===== src/rtl/minibyte_alu_seq.sv =====
// Multi-cycle minibyte ALU: registered results/flags, start/busy/done handshake, iterative shifts.
// Define MINIBYTE_ALU_MUL_EN to build the iterative shift-add multiplier for op 1011.
//
// state | meaning
// IDLE  | accepting start_in; single-cycle ops complete from here
// RUN   | iterating a shift (one bit per cycle) or a multiply step
module minibyte_alu_seq #(
  parameter int WIDTH = 8
) (
  input  logic             clk_in,
  input  logic             rst_in,
  input  logic             start_in,
  input  logic [WIDTH-1:0] a_in,
  input  logic [WIDTH-1:0] b_in,
  input  logic [3:0]       alu_op_in,
  output logic             busy_out,
  output logic             done_out,
  output logic [WIDTH-1:0] res_out,
  output logic             flag_z_out,
  output logic             flag_n_out,
  output logic             flag_c_out,
  output logic             flag_v_out
);

  localparam int CNT_W = $clog2(WIDTH + 1);
  localparam logic [CNT_W-1:0] K_MAX = CNT_W'(WIDTH);

  localparam logic [3:0] OP_PASSA = 4'h0, OP_PASSB = 4'h1, OP_ADD = 4'h2, OP_SUB = 4'h3;
  localparam logic [3:0] OP_AND = 4'h4, OP_OR = 4'h5, OP_XOR = 4'h6, OP_LSL = 4'h7;
  localparam logic [3:0] OP_LSR = 4'h8, OP_ASL = 4'h9, OP_ASR = 4'hA, OP_MUL = 4'hB;

  typedef enum logic {IDLE, RUN} state_t;
  state_t state_q, state_nx;

  logic [3:0]       op_q, op_nx;
  logic [WIDTH-1:0] sh_q, sh_nx;
  logic [CNT_W-1:0] cnt_q, cnt_nx;
  logic [WIDTH-1:0] res_q, res_nx;
  logic             z_q, z_nx, n_q, n_nx, c_q, c_nx, v_q, v_nx;
  logic             done_q, done_nx;
  logic             step_out;

  logic             is_sub, is_shift;
  logic [WIDTH-1:0] b_eff;
  logic [WIDTH:0]   add_sum;
  logic [CNT_W-1:0] k;

`ifdef MINIBYTE_ALU_MUL_EN
  logic [WIDTH-1:0] mcand_q, mcand_nx, hi_q, hi_nx;
  logic [WIDTH:0]   mul_sum;
`endif

  always_comb begin
    is_sub   = (alu_op_in == OP_SUB);
    is_shift = (alu_op_in == OP_LSL) || (alu_op_in == OP_LSR) ||
               (alu_op_in == OP_ASL) || (alu_op_in == OP_ASR);
    b_eff    = is_sub ? ~b_in : b_in;
    add_sum  = {1'b0, a_in} + {1'b0, b_eff} + {{WIDTH{1'b0}}, is_sub};
    // Shift count saturates at WIDTH; any high bit set already exceeds it.
    if ((|b_in[WIDTH-1:CNT_W]) || (b_in[CNT_W-1:0] >= K_MAX)) k = K_MAX;
    else                                                      k = b_in[CNT_W-1:0];
  end

  always_comb begin
    state_nx = state_q;
    op_nx    = op_q;
    sh_nx    = sh_q;
    cnt_nx   = cnt_q;
    res_nx   = res_q;
    z_nx     = z_q;
    n_nx     = n_q;
    c_nx     = c_q;
    v_nx     = v_q;
    done_nx  = 1'b0;
    step_out = 1'b0;
`ifdef MINIBYTE_ALU_MUL_EN
    mcand_nx = mcand_q;
    hi_nx    = hi_q;
    mul_sum  = '0;
`endif
    case (state_q)
      IDLE: begin
        if (start_in) begin
          op_nx = alu_op_in;
          if (is_shift && (k != '0)) begin
            state_nx = RUN;
            sh_nx    = a_in;
            cnt_nx   = k;
          end
`ifdef MINIBYTE_ALU_MUL_EN
          else if (alu_op_in == OP_MUL) begin
            state_nx = RUN;
            sh_nx    = b_in;
            mcand_nx = a_in;
            hi_nx    = '0;
            cnt_nx   = K_MAX;
          end
`endif
          else begin
            done_nx = 1'b1;
            c_nx    = 1'b0;
            v_nx    = 1'b0;
            case (alu_op_in)
              OP_PASSA: res_nx = a_in;
              OP_PASSB: res_nx = b_in;
              OP_ADD, OP_SUB: begin
                res_nx = add_sum[WIDTH-1:0];
                c_nx   = add_sum[WIDTH];
                v_nx   = (a_in[WIDTH-1] == b_eff[WIDTH-1]) &&
                         (add_sum[WIDTH-1] != a_in[WIDTH-1]);
              end
              OP_AND: res_nx = a_in & b_in;
              OP_OR:  res_nx = a_in | b_in;
              OP_XOR: res_nx = a_in ^ b_in;
              OP_LSL, OP_LSR, OP_ASL, OP_ASR: res_nx = a_in;
              default: res_nx = '0;
            endcase
          end
        end
      end
      RUN: begin
        cnt_nx = cnt_q - CNT_W'(1);
        case (op_q)
          OP_LSL, OP_ASL: begin
            sh_nx    = {sh_q[WIDTH-2:0], 1'b0};
            step_out = sh_q[WIDTH-1];
          end
          OP_LSR: begin
            sh_nx    = {1'b0, sh_q[WIDTH-1:1]};
            step_out = sh_q[0];
          end
          OP_ASR: begin
            sh_nx    = {sh_q[WIDTH-1], sh_q[WIDTH-1:1]};
            step_out = sh_q[0];
          end
`ifdef MINIBYTE_ALU_MUL_EN
          // {hi, sh} shifts right as a 2*WIDTH product; sh starts as the multiplier.
          OP_MUL: begin
            mul_sum  = {1'b0, hi_q} + (sh_q[0] ? {1'b0, mcand_q} : '0);
            hi_nx    = mul_sum[WIDTH:1];
            sh_nx    = {mul_sum[0], sh_q[WIDTH-1:1]};
            step_out = |mul_sum[WIDTH:1];
          end
`endif
          default: ;
        endcase
        if (cnt_q == CNT_W'(1)) begin
          state_nx = IDLE;
          done_nx  = 1'b1;
          res_nx   = sh_nx;
          c_nx     = step_out;
          v_nx     = 1'b0;
        end
      end
      default: state_nx = IDLE;
    endcase
    if (done_nx) begin
      z_nx = (res_nx == '0);
      n_nx = res_nx[WIDTH-1];
    end
  end

  always_ff @(posedge clk_in) begin
    if (rst_in) begin
      state_q <= IDLE;
      op_q    <= '0;
      sh_q    <= '0;
      cnt_q   <= '0;
      res_q   <= '0;
      z_q     <= 1'b0;
      n_q     <= 1'b0;
      c_q     <= 1'b0;
      v_q     <= 1'b0;
      done_q  <= 1'b0;
`ifdef MINIBYTE_ALU_MUL_EN
      mcand_q <= '0;
      hi_q    <= '0;
`endif
    end else begin
      state_q <= state_nx;
      op_q    <= op_nx;
      sh_q    <= sh_nx;
      cnt_q   <= cnt_nx;
      res_q   <= res_nx;
      z_q     <= z_nx;
      n_q     <= n_nx;
      c_q     <= c_nx;
      v_q     <= v_nx;
      done_q  <= done_nx;
`ifdef MINIBYTE_ALU_MUL_EN
      mcand_q <= mcand_nx;
      hi_q    <= hi_nx;
`endif
    end
  end

  assign busy_out   = (state_q == RUN);
  assign done_out   = done_q;
  assign res_out    = res_q;
  assign flag_z_out = z_q;
  assign flag_n_out = n_q;
  assign flag_c_out = c_q;
  assign flag_v_out = v_q;

endmodule

===== config.mk =====
export PLATFORM = sky130hd
export DESIGN_NAME = minibyte_alu_seq
export DESIGN_NICKNAME = d
export VERILOG_FILES = /design/src/rtl/minibyte_alu_seq.sv
export SDC_FILE = /design/constraint.sdc
export NUM_CORES = 1
export LEC_CHECK = 0
export CAP_MARGIN = 10
export CELL_PAD_IN_SITES_DETAIL_PLACEMENT = 0
export CELL_PAD_IN_SITES_GLOBAL_PLACEMENT = 1
export CORE_ASPECT_RATIO = 1.5
export CORE_UTILIZATION = 37
export DETAILED_ROUTE_END_ITERATION = 7
export PLACE_DENSITY_LB_ADDON = 0.1
export SYNTH_ARGS = -nofsm -noshare
export SYNTH_HDL_FRONTEND = slang
export SYNTH_SLANG_ARGS = --single-unit
export TNS_END_PERCENT = 20

===== constraint.sdc =====
create_clock -name clk_in -period 2.7 [get_ports clk_in]
set_input_delay 0.27 -clock clk_in [delete_from_list [all_inputs] [get_ports clk_in]]
set_output_delay 0.27 -clock clk_in [all_outputs]
set_load 0.01 [all_outputs]

==> results.json <==
{
  "ys_ff_latch": 30,
  "clock-root-buffer": "clkbuf_8",
  "cap_violations": 0,
  "synth_edf_count": 0,
  "ys_seq_area_share_pct": 21.0,
  "required_ns": 2.92,
  "tightest_slew_ns": 0.842,
  "grt_max_degree": 31,
  "ant_nets": 0,
  "initial_core_util_pct": 38.9,
  "hold_class": "in2reg",
  "cp_common_cell": "buf_6",
  "clock-sinks": 30,
  "yosysTopAreaCell": "dfxtp_1",
  "clkTransAtPathRegs_ns": 0.07,
  "dp_hpwl_mm": 7.73,
  "final_net_count": 539,
  "ys_warn_count": 0,
  "power_density_nw_per_um2": 362,
  "final_area_um2": 4180,
  "cts_buffers": 5,
  "skew_ns": 0.0109,
  "cp-end-kind": "flip-flop",
  "final.setup.tns_ns": -0.00861,
  "cts_max_level": 2,
  "cts_hold_buffers": 0,
  "fin_ws_ns": -0.00861,
  "num_vias": 3263,
  "ir_drop_mv": 0.214,
  "synth.area.top_cells": "dfxtp_1 (21%), ha_1 (11%), a21oi_1 (5.8%)",
  "p_leak_nw": 1.80,
  "cp.arrival_ns": 2.93,
  "gp_congestion": 0.869,
  "routed.top_layer": "met4",
  "min_period_ns": 2.71,
  "worstPathCellList": "buf_6, nor4bb_4, buf_6, buf_6, xnor2_4, fa_2, nand3_2, and3b_1, nor3_1, a221o_1, a22oi_2, nand4_1, or4_1, o21ai_1",
  "drt-pass1-iter-count": 5,
  "hold_viol_final": 0,
  "path_class": "in2reg",
  "grt.overflow.total": 0,
  "drive_gt1_share_pct": 27.9,
  "worst_path_largest_cell_delay_ns": 0.53,
  "start_kind": "primary input",
  "cp_top_family": "simple AND/OR/NAND/NOR gates",
  "cp_num_buf_inv": 3,
  "io_pins": 37,
  "dieArea_um2": 8100,
  "ys_types": 65,
  "max_slew_margin_pct": 43.4,
  "avgSynthCellArea_um2": 7.58,
  "cts_tree": "built",
  "grt_pass1_wl_mm": 15.9,
  "fin_crit_sh_pct": 100,
  "drt_iter0_drc": 187,
  "synth_top_area_share_pct": 21.0,
  "clockBufferDepth": 2,
  "rsz0062_at_grt": "true",
  "clock.fmax_mhz": 369,
  "hold_slack_ns": 0.464,
  "setup_viol": 1,
  "synth.most_common_cell": "nor2_1",
  "area_delta_synth_final_pct": 46.0,
  "synth_ff_type": "dfxtp_1",
  "clk_latency_ns": 0.29,
  "first_global_vias": 3234,
  "power_w": 0.00151,
  "viasPerCell": 5.52,
  "routed_wl_mm": 9.98,
  "drcViolationCount": 0,
  "cp_slowest_cell": "or4_1",
  "synth_fp_nets": 427,
  "dpl_worst_slack_ns": -0.688,
  "die_h_um": 110,
  "postPlaceCellArea_um2": 3840,
  "synth_area_um2": 2860,
  "synthCells": 378,
  "die_x_um": 73.8,
  "core_area_um2": 7370,
  "io_buffers": 36,
  "async_flop_share_pct": 0,
  "path_max_fanout": 6,
  "wl_per_cell_um": 16.9,
  "wl_met3_um": 236,
  "status": "finished with violations",
  "diodes": 0,
  "grtUsageTotal_pct": 26.4,
  "slew_violations": 0,
  "antenna_found_initial": 0,
  "routed-wl-met2_mm": 5.42,
  "wl_met1_mm": 4.05,
  "violations": "negative setup slack",
  "fp-row-count": 38,
  "synth_common_cells": "nor2_1 (37), a21oi_1 (33), dfxtp_1 (30)"
}
## path summary, 6_finish.rpt
check	from	end	slack, ns	depth (start not counted)
max reg2reg	op_q[3]$_SDFFE_PP0P_	flag_z_out$_SDFFE_PP0P_	0.13	8
min reg2reg	flag_c_out$_SDFFE_PP0P_	flag_c_out$_SDFFE_PP0P_	0.48	2
max	alu_op_in[3]	flag_z_out$_SDFFE_PP0P_	-0.009	14
min	alu_op_in[3]	op_q[3]$_SDFFE_PP0P_	0.46	4
## power by group
group	internal [W]	switching, W
clock network	0.000205	0.000178
registers	0.000474	0.0000377
logic	0.000315	0.000302
## worst min-delay path: cells and delay by family
kind / cells / cell delay [ns]
buffers and inverters: 2 / 0.27
muxes: 1 / 0.10
and+or+nand+nor: 1 / 0.07
## stage by stage
| step | cells | utilization (%) |
|---|---|---|
| global placement | 565 | 52.1 |
| finish | 591 | 56.7 |
| CTS | 588 | 55.6 |
| global route | 591 | 56.7 |
| floorplan | 378 | - |
| detailed placement | 565 | 52.1 |
## cells in the final DEF, fill, tap and decap left out, types with 3 or more instances in the layout
master,instances
buf_4,88
nor2_1,37
a21oi_1,30
dfxtp_1,30
clkdlybuf4s50_1,26
inv_1,22
ha_1,22
nand2_1,18
a211oi_1,16
o21ai_0,14
nand3_1,11
mux2i_1,9
a31oi_1,8
a221oi_1,7
inv_2,6
nor2b_1,6
nor3_1,6
clkbuf_8,6
buf_6,6
a22oi_1,5
nand2b_1,5
o21ai_1,5
o211ai_1,5
xnor2_1,4
and2_1,4
a21oi_2,4
a21o_1,4
dlygate4sd2_1,4
xnor2_2,3
a21boi_1,3
nor3b_1,3
o31ai_1,3
o22ai_1,3
nor4_1,3
nand4_1,3
## area by class of cell
type / instances / area, µm²
inverters: 28 / 105
multi-input cells: 296 / 2190
fillers: 713 / 3190
repair buffers: 129 / 1070
well taps: 100 / 125
flip-flops and latches: 30 / 601
clock inverters: 1 / 5.00
clock buffers: 7 / 86.3
## flip-flops by register name (all words and copies together), names as in the netlist
| name | flops |
|---|---|
| done_out | 1 |
| flag_n_out | 1 |
| op_q | 4 |
| flag_c_out | 1 |
| flag_v_out | 1 |
| res_out | 8 |
| busy_out | 1 |
| flag_z_out | 1 |
| cnt_q | 4 |
| sh_q | 8 |
## repair_timing
item,CTS,global route
resized for setup,40,12
pin swaps,24,13
endpoints found under the setup margin,6,5
setup buffers,15,3
## layer usage
metal	up-vias	track usage (%)
li1	1629	-
met1	1550	28.7
met2	62	50.9
met3	22	3.12
met4	0	9.34
met5	-	0
## kinds of logic (layout without fill, tap and decap cells)
group                    count (synthesis)  after routing  synth area share, %
AO/OA/AOI/OAI                          132            132                 31.3
XOR/XNOR                                10             10                 3.06
adder cells (fa/ha/maj)                 26             26                 11.6
buffers and inverters                   52            165                 7.25
flip-flops                              30             30                 21.0
multiplexers                            13             13                 4.72
AND/OR/NAND/NOR                        115            115                 21.1
Power figures use the tool's default switching activity.
